**config.mk**
```make
export PLATFORM = sky130hd
export DESIGN_NAME = spi_flash_seq
export DESIGN_NICKNAME = d
export VERILOG_FILES = /design/src/rtl/spi_flash_seq.sv
export SDC_FILE = /design/constraint.sdc
export NUM_CORES = 1
export LEC_CHECK = 0
export ABC_CLOCK_PERIOD_IN_PS = 4500
export CAP_MARGIN = 30
export CORE_MARGIN = 10
export CORE_UTILIZATION = 50
export DETAILED_ROUTE_END_ITERATION = 10
export GPL_TIMING_DRIVEN = 0
export PLACE_DENSITY = 0.87
export SLEW_MARGIN = 15
export SYNTH_ARGS = -nofsm -noshare
export SYNTH_HDL_FRONTEND = slang
export SYNTH_SLANG_ARGS = --single-unit
```
**constraint.sdc**
```tcl
create_clock -name clk -period 4.5 [get_ports clk]
set_input_delay 0.45 -clock clk [delete_from_list [all_inputs] [get_ports clk]]
set_output_delay 0.45 -clock clk [all_outputs]
set_load 0.01 [all_outputs]
```
**src/rtl/spi_flash_seq.sv**
```systemverilog
// spi_flash_seq: turns single read/write requests into SPI NOR flash command
// sequences (READ 0x03, WREN 0x06, PAGE PROGRAM 0x02, RDSR 0x05 polling) for a
// byte-level shift engine, and marks the byte that closes each CS frame.
//
// Ports
//   clk, rst_n                       clock, asynchronous active-low reset
//   req_valid/req_ready              request handshake (ready only when idle)
//   req_write, req_addr, req_wdata   request: 1=page program, byte address, payload
//   rsp_valid/rsp_ready              response handshake
//   rsp_rdata, rsp_err               read payload (0 for writes), poll timeout flag
//   spi_start, spi_tx_byte, spi_last byte issue pulse, byte, end-of-frame marker
//   spi_busy, spi_done, spi_rx_byte  engine status, byte-complete pulse, MISO byte
//
// Optional feature: define FLASH_POLL_TIMEOUT_EN to bound RDSR polling at
// POLL_LIMIT polls and report rsp_err=1 on expiry. Undefined: polls until WIP=0.
module spi_flash_seq #(
  parameter int unsigned DATA_WIDTH = 128,
  parameter int unsigned ADDR_WIDTH = 24,
  parameter int unsigned POLL_LIMIT = 4096
) (
  input  logic                  clk,
  input  logic                  rst_n,
  input  logic                  req_valid,
  output logic                  req_ready,
  input  logic                  req_write,
  input  logic [ADDR_WIDTH-1:0] req_addr,
  input  logic [DATA_WIDTH-1:0] req_wdata,
  output logic                  rsp_valid,
  input  logic                  rsp_ready,
  output logic [DATA_WIDTH-1:0] rsp_rdata,
  output logic                  rsp_err,
  output logic                  spi_start,
  output logic [7:0]            spi_tx_byte,
  output logic                  spi_last,
  input  logic                  spi_busy,
  input  logic                  spi_done,
  input  logic [7:0]            spi_rx_byte
);

  localparam int unsigned DATA_BYTES = DATA_WIDTH / 8;
  localparam int unsigned ADDR_BYTES = ADDR_WIDTH / 8;
  localparam int unsigned CNT_W      = $clog2(DATA_BYTES) + 1;

  // Elaboration-time parameter sanity
  if ((DATA_WIDTH % 8) != 0 || (ADDR_WIDTH % 8) != 0 || POLL_LIMIT < 1 ||
      ADDR_BYTES > DATA_BYTES) begin : g_cfg_check
    $error("spi_flash_seq: unsupported parameter combination");
  end

  typedef enum logic [2:0] {
    S_IDLE, S_WREN, S_CMD, S_ADDR, S_DATA, S_POLL, S_RESP
  } state_t;

  state_t                state;
  logic [CNT_W-1:0]      cnt;      // bytes remaining after the current one
  logic                  pend;     // a byte has been issued, waiting for spi_done
  logic                  write_q;
  logic [ADDR_WIDTH-1:0] addr_sr;  // shifts left as address bytes are issued
  logic [DATA_WIDTH-1:0] data_sr;  // shifts left as payload bytes are issued

`ifdef FLASH_POLL_TIMEOUT_EN
  localparam int unsigned PCNT_W = $clog2(POLL_LIMIT + 1);
  logic [PCNT_W-1:0] poll_cnt;
`else
  assign rsp_err = 1'b0;
`endif

  logic       issue_c;
  logic [7:0] tx_c;
  logic       last_c;

  // Byte to send and CS-closing flag for the current byte state
  always_comb begin
    tx_c   = 8'h00;
    last_c = 1'b0;
    case (state)
      S_WREN: begin
        tx_c   = 8'h06;
        last_c = 1'b1;
      end
      S_CMD:  tx_c = write_q ? 8'h02 : 8'h03;
      S_ADDR: tx_c = addr_sr[ADDR_WIDTH-1 -: 8];
      S_DATA: begin
        tx_c   = write_q ? data_sr[DATA_WIDTH-1 -: 8] : 8'h00;
        last_c = (cnt == '0);
      end
      S_POLL: begin
        tx_c   = (cnt != '0) ? 8'h05 : 8'h00;
        last_c = (cnt == '0);
      end
      default: ;
    endcase
  end

  assign issue_c = (state != S_IDLE) && (state != S_RESP) && !pend && !spi_busy;

  // Sequencer state, byte issue and response registers
  always_ff @(posedge clk or negedge rst_n) begin
    if (!rst_n) begin
      state       <= S_IDLE;
      cnt         <= '0;
      pend        <= 1'b0;
      write_q     <= 1'b0;
      addr_sr     <= '0;
      data_sr     <= '0;
      req_ready   <= 1'b1;
      rsp_valid   <= 1'b0;
      rsp_rdata   <= '0;
      spi_start   <= 1'b0;
      spi_tx_byte <= 8'h00;
      spi_last    <= 1'b0;
`ifdef FLASH_POLL_TIMEOUT_EN
      rsp_err     <= 1'b0;
      poll_cnt    <= '0;
`endif
    end else begin
      spi_start <= 1'b0;
      if (issue_c) begin
        spi_start   <= 1'b1;
        spi_tx_byte <= tx_c;
        spi_last    <= last_c;
        pend        <= 1'b1;
        if (state == S_ADDR) addr_sr <= addr_sr << 8;
        if (state == S_DATA) data_sr <= data_sr << 8;
      end
      case (state)
        S_IDLE: begin
`ifdef FLASH_POLL_TIMEOUT_EN
          poll_cnt <= '0;
`endif
          if (req_valid && req_ready) begin
            req_ready <= 1'b0;
            write_q   <= req_write;
            addr_sr   <= req_addr;
            data_sr   <= req_wdata;
            rsp_rdata <= '0;
`ifdef FLASH_POLL_TIMEOUT_EN
            rsp_err   <= 1'b0;
`endif
            state     <= req_write ? S_WREN : S_CMD;
          end
        end
        S_RESP: begin
          if (rsp_ready) begin
            rsp_valid <= 1'b0;
            req_ready <= 1'b1;
            state     <= S_IDLE;
          end
        end
        default: begin
          if (pend && spi_done) begin
            pend <= 1'b0;
            case (state)
              S_WREN: state <= S_CMD;
              S_CMD: begin
                state <= S_ADDR;
                cnt   <= CNT_W'(ADDR_BYTES - 1);
              end
              S_ADDR: begin
                if (cnt == '0) begin
                  state <= S_DATA;
                  cnt   <= CNT_W'(DATA_BYTES - 1);
                end else begin
                  cnt <= cnt - CNT_W'(1);
                end
              end
              S_DATA: begin
                // First received byte ends up in the MSBs after all shifts
                if (!write_q) rsp_rdata <= {rsp_rdata[DATA_WIDTH-9:0], spi_rx_byte};
                if (cnt != '0) begin
                  cnt <= cnt - CNT_W'(1);
                end else if (write_q) begin
                  state <= S_POLL;
                  cnt   <= CNT_W'(1);
                end else begin
                  state     <= S_RESP;
                  rsp_valid <= 1'b1;
                end
              end
              S_POLL: begin
                if (cnt != '0) begin
                  cnt <= cnt - CNT_W'(1);
                end else begin
`ifdef FLASH_POLL_TIMEOUT_EN
                  poll_cnt <= poll_cnt + PCNT_W'(1);
`endif
                  // Status bit 0 is WIP
                  if (!spi_rx_byte[0]) begin
                    state     <= S_RESP;
                    rsp_valid <= 1'b1;
                  end
`ifdef FLASH_POLL_TIMEOUT_EN
                  else if (poll_cnt == PCNT_W'(POLL_LIMIT - 1)) begin
                    state     <= S_RESP;
                    rsp_valid <= 1'b1;
                    rsp_err   <= 1'b1;
                  end
`endif
                  else begin
                    cnt <= CNT_W'(1);
                  end
                end
              end
              default: ;
            endcase
          end
        end
      endcase
    end
  end

endmodule

```
Word level (Yosys, flattened, before mapping)
Cells that the tools add are included.
W data, S select, Z words.
{"block": "classes", "add_sub_neg": 1, "n_eq_ne": 20, "n_mux": 50, "n_bitwise": 3, "n_reduce_logical": 27}
{"operator": "$mux W128", "count": 8}
{"operator": "$pmux W128 S2", "count": 1}
{"operator": "$mux W24", "count": 4}
{"operator": "$pmux W8 S5", "count": 1}
{"operator": "$mux W5", "count": 5}
{"operator": "$mux W3", "count": 8}
{"operator": "$pmux W5 S4", "count": 1}
{"operator": "$ne A4 B2 Y1 const B", "count": 4}
{"operator": "$reduce_and A8 Y1", "count": 2}
{"operator": "$ne A3 B2 Y1 const B", "count": 5}
{"operator": "$pmux W3 S5", "count": 1}
{"operator": "$mux W1", "count": 13}
{"operator": "$reduce_and A5 Y1", "count": 2}
{"operator": "$eq A3 B3 Y1 const B", "count": 3}
{"operator": "$reduce_bool A3 Y1", "count": 3}
{"operator": "$mux W8", "count": 1}
{"operator": "$pmux W1 S2", "count": 4}
{"operator": "$reduce_bool A2 Y1", "count": 4}
{"operator": "$reduce_bool A7 Y1", "count": 1}
{"operator": "$eq A3 B2 Y1 const B", "count": 2}
{"operator": "$ne A3 B3 Y1 const B", "count": 2}
{"operator": "$pmux W3 S2", "count": 1}
{"operator": "$logic_and A1 B1 Y1", "count": 5}
{"operator": "$logic_not A5 Y1", "count": 1}
{"operator": "other kinds (13)", "count": 19}
{"block": "totals", "reg_bits": 302, "input_bits": 167, "out_inout_bits": 141, "elab_cells": 113}

Longest topological paths before layout
{"block": "logic_depth", "ltp_word": 7, "depth_mapped": 9, "mapped_depth_nobuf": 6}

Worst setup path after synthesis
OpenSTA, ideal clock, no wires.
{"block": "synth_timing", "kind": "register to register", "from": "register cnt[0]", "to": "register state[1]", "arrival_ps": 1761, "t_required_ps": 4406, "path_slack_ps": 2645, "stages_incl_launch_ff": 8, "n_path_buf": 1, "cell_sequence": "dfrtp_1 > inv_1 > ha_1 > or4b_1 > buf_2 > o21ai_1 > o2111ai_2 > a221oi_2"}
{"block": "synth_via", "elab_chain_cells": 3, "word_cells_on_any_way": 6}
{"element": "start, declared", "line_no": "55", "source": "logic [CNT_W-1:0] cnt;"}
{"element": "start signal, assigned", "line_no": "157", "source": "cnt <= CNT_W'(ADDR_BYTES - 1);"}
{"element": "start signal, assigned", "line_no": "162", "source": "cnt <= CNT_W'(DATA_BYTES - 1);"}
{"element": "start signal, assigned", "line_no": "164", "source": "cnt <= cnt - CNT_W'(1);"}
{"element": "$reduce_bool A5 Y1 / $logic_not A5 Y1 (equally long branches)", "line_no": "170, 181, 160"}
{"element": "$ne A4 B2 Y1 (no line)"}
{"element": "$reduce_and A8 Y1 (no line) *"}
{"element": "end signal, assigned", "line_no": "140", "source": "state <= req_write ? S_WREN : S_CMD;"}
{"element": "end, declared", "line_no": "54", "source": "state_t state;"}
Mark *: on every way between the ends. The rest lies on a longest branch, timed or not.
A chain may end at the register's enable or synchronous reset.

Final worst setup path
{"block": "layout_timing", "from": "register state[2]", "to": "register addr_sr[6]"}
{"block": "layout_via", "elab_chain_cells": 7, "word_cells_on_any_way": 11}
{"element": "$ne A3 B3 Y1 / $reduce_bool A3 Y1 (equally long branches)", "line_no": "95", "source": "assign issue_c = (state != S_IDLE) && (state != S_RESP) && !pend && !spi_busy;"}
{"element": "$logic_and A1 B1 Y1 (3 in series)", "line_no": "95"}
{"element": "$mux W24", "line_no": "118", "source": "if (issue_c) begin"}
{"element": "$mux W24", "line_no": "131", "source": "if (req_valid && req_ready) begin"}
{"element": "$mux W24 *", "line_no": "126", "source": "case (state)"}
{"element": "end signal, assigned", "line_no": "123", "source": "if (state == S_ADDR) addr_sr <= addr_sr << 8;"}
{"element": "end signal, assigned", "line_no": "134", "source": "addr_sr <= req_addr;"}
{"element": "end, declared", "line_no": "58", "source": "logic [ADDR_WIDTH-1:0] addr_sr;"}
Marked as above.

==> out/results.tsv <==
metric	value	unit
status	finished clean	
Core Region	26300	um2
Slew @ Worst Pin	0.783	ns
Setup crit start	state[2]	
r2r endpoint	addr_sr[6]	
Comb power frac	0.348	
clk sinks	302	
setup violation total in the final timing report	0	
hold path endpoint	data_sr[116]	
Setup Skew	0.00776	ns
Antenna Nets Post-Route	0	
Hold Crit Class	input port to register	
cell taking the most area after synthesis	dfrtp_1	
grt total ovfl	0	
Chip Height	184	um
unrepaired setup endpoints after global routing	no	
Max VDD drop	0.287	mV
Ys Warns	0	
Net Sw Frac	0.354	
worst-path fanout max	10	
Final Hold Slack	0.438	ns
Psw	3.66	mW
H-tree depth	1	
R2R depth	7	
post-synthesis cell count	1366	
Slew headroom	0.478	
post-synthesis sequential area ratio	0.562	
# nets final	1875	
ys async rst share	1.00	
Final Max Slew Viols	0	
syn_area_per_cell	9.85	um2
Final Cycle Share	0.492	
vias in the first global route	12000	
CP arrival	2.65	ns
minimum clock period	2.21	ns
DR vias	11400	
pwr/cell area	576	nW/um2
dpl cells	2009	
Total GRT Usage	0.237	
Area Overhead vs Synth	33.5	%
largest net degree at the start of global routing	115	
Root Driver	clkbuf_16	
worst path required time	4.94	ns
filler cell count	1920	
DRC violations left	0	
first-pass GRT wire length	64.4	mm
Clock Latency Late Sink	0.55	ns
syn_nets	1534	
per-cell routed wire length	20.0	um
post-DR vias/cell	5.54	
Yosys cell types	54	
FP Rows	59	
Top FF cell, synth	dfrtp_1	
die area	33900	um2
CTS buffer count	30	
drt pass-1 iters	7	
detailed placement HPWL	31.3	mm
layout cell share with drive strength beyond 1	0.0708	
initial detailed-routing violation count	787	
die width	184	um
Post-synth EDFFs	0	
Final Hold Fails	0	
CTS tree	yes	
LEAKAGE	9.14	nW
Crit. End Element	register	
clock power share	0.235	
max-cap violations	0	
Initial Util	0.512	
flops & latches, synth	302	
Hold Crit Start	req_wdata[116]	
kind of critical path	register to register	
Top Ports	308	
R2R Setup Slk	2.29	ns
sequential share of power	0.417	
worst r2r src	state[2]	
largest cells by area after synthesis	dfrtp_1 56%, nand2_1 12%, mux2i_1 10%	
Worst setup SP type	register	
Clock Tree Buf Depth	3	
Layout Cells excl Fill	2062	
WHS Path Cells	3	
Max Clk Rate	452	MHz
GPL Wtd Cong	0.850	
share of the synthesized area in the top cell type	0.560	
Int Power	6.68	mW
# port buffers	306	
initial antenna violation count	5	
synthesized cell area	13500	um2
CTS clk-pin slew, worst paths	0.06	ns
drt total wl	41.2	mm
==> routing by layer <==
metal / routed length, um / up-vias / track usage / part of all wire
met5: 27 / - / 0 / 0.00066
met4: 1480 / 4 / 0.0898 / 0.036
met3: 4250 / 97 / 0.0741 / 0.10
met2: 20200 / 540 / 0.410 / 0.49
met1: 15200 / 5499 / 0.268 / 0.37
li1: - / 5283 / - / -
==> critical path, cell delays in order, from the launching register on <==
cell and delay, ns:
dfrtp_1 0.38, buf_4 0.17, clkbuf_1 0.24, nor3_1 0.27, nand3_1 0.44, clkbuf_1 0.38, nand3_1 0.17, nand2_1 0.06
==> cells in the mapped netlist, types with 2 or more instances <==
cell type	n
o211ai_1	2
o21ai_0	48
a2bb2oi_1	3
nor3b_1	2
dfrtp_1	301
o21a_1	2
and3_1	3
or3_1	2
buf_2	18
buf_1	9
nand2_1	435
nor2_1	17
nand3_1	148
inv_1	7
nor2b_1	5
o21ai_1	93
a31oi_1	4
buf_4	7
mux2i_1	141
buf_6	38
clkbuf_2	3
and3b_1	2
nor3_1	4
a22oi_1	5
mux2_1	2
clkbuf_1	27
a21oi_1	11
==> power groups by stage <==
stage / clock network, mW / logic, mW / registers [mW]
finish: 2.43 / 3.60 / 4.31
global route: 2.57 / 3.96 / 4.40
CTS: 2.46 / 3.61 / 4.30
detailed placement: 0 / 3.58 / 4.34
global placement: 0 / 3.44 / 4.30
floorplan: 0 / 2.14 / 4.20
==> area by class of cell <==
cell class	instances	area [um2]	area share
repair buffers	309	3130	0.174
plain buffers	103	736	0.0410
flip-flops and latches	302	7560	0.421
clock buffers	43	861	0.0479
multi-input cells	954	5130	0.286
diodes	3	7.51	0.000418
clock inverters	6	80.1	0.00446
inverters	7	26.3	0.00146
well taps	335	419	0.0233
==> cell usage in the layout, fill, tap and decap left out, types with 4 or more instances in the layout <==
cell type | Yosys | layout
nand2_1 | 435 | 435
clkbuf_1 | 27 | 35
nor2_1 | 17 | 17
o21ai_0 | 48 | 48
clkbuf_16 | 0 | 31
nand3_1 | 148 | 148
clkinv_2 | 0 | 4
a22oi_1 | 5 | 5
buf_6 | 38 | 38
clkbuf_8 | 0 | 4
buf_1 | 9 | 9
a31oi_1 | 4 | 4
nor3_1 | 4 | 4
mux2i_1 | 141 | 141
buf_4 | 7 | 7
o21ai_1 | 93 | 93
nor2b_1 | 5 | 5
inv_1 | 7 | 7
a21oi_1 | 11 | 11
clkdlybuf4s50_1 | 0 | 305
dfrtp_1 | 301 | 301
buf_2 | 18 | 18
==> sequential cells by signal, indices dropped and copies added (netlist names) <==
| signal | count |
|---|---|
| addr_sr | 24 |
| cnt | 5 |
| data_sr | 128 |
| pend | 1 |
| req_ready | 1 |
| rsp_rdata | 128 |
| rsp_valid | 1 |
| spi_last | 1 |
| spi_start | 1 |
| spi_tx_byte | 8 |
| state | 3 |
| write_q | 1 |
==> how the worst max path moves through the flow <==
stage	end	slack, ns	cells after the start
2_1_floorplan	state[1]	2.65	7
3_3_place_gp	data_sr[31]	-9.43	1
3_5_place_dp	data_sr[69]	2.02	7
4_1_cts	addr_sr[6]	2.31	7
5_1_grt	addr_sr[4]	2.13	7
6_report	addr_sr[6]	2.29	7
==> kinds of logic (layout without fill, tap and decap cells) <==
family | Yosys count | count (layout) | share of synthesized area
multiplexers | 143 | 143 | 0.107
buffers and inverters | 110 | 468 | 0.0566
adder cells (fa/ha/maj) | 1 | 1 | 0.000930
AND/OR/NAND/NOR | 625 | 625 | 0.195
other | 1 | 4 | 0.000279
flip-flops | 302 | 302 | 0.562
AO/OA/AOI/OAI | 182 | 182 | 0.0770
XOR/XNOR | 2 | 2 | 0.00130
==> timing repair <==
action                    4_1_cts  5_1_grt
setup buffers                   0        0
hold buffers                    1        0
hold endpoints to repair       98        0
resized for setup               0        0
==> through the flow <==
stage	TNS (ns)	setup WS (ns)	instance area, um2	total power [mW]	util
final	0	2.29	18000	10.3	0.683
after global routing	0	2.13	17900	10.9	0.683
after CTS	0	2.31	17900	10.4	0.683
after detailed placement	0	2.02	17000	7.93	0.647
after global placement	-2835.58	-9.43	16900	7.74	0.644
after floorplan	0	2.65	13500	6.34	-
Power figures use the tool's default switching activity.
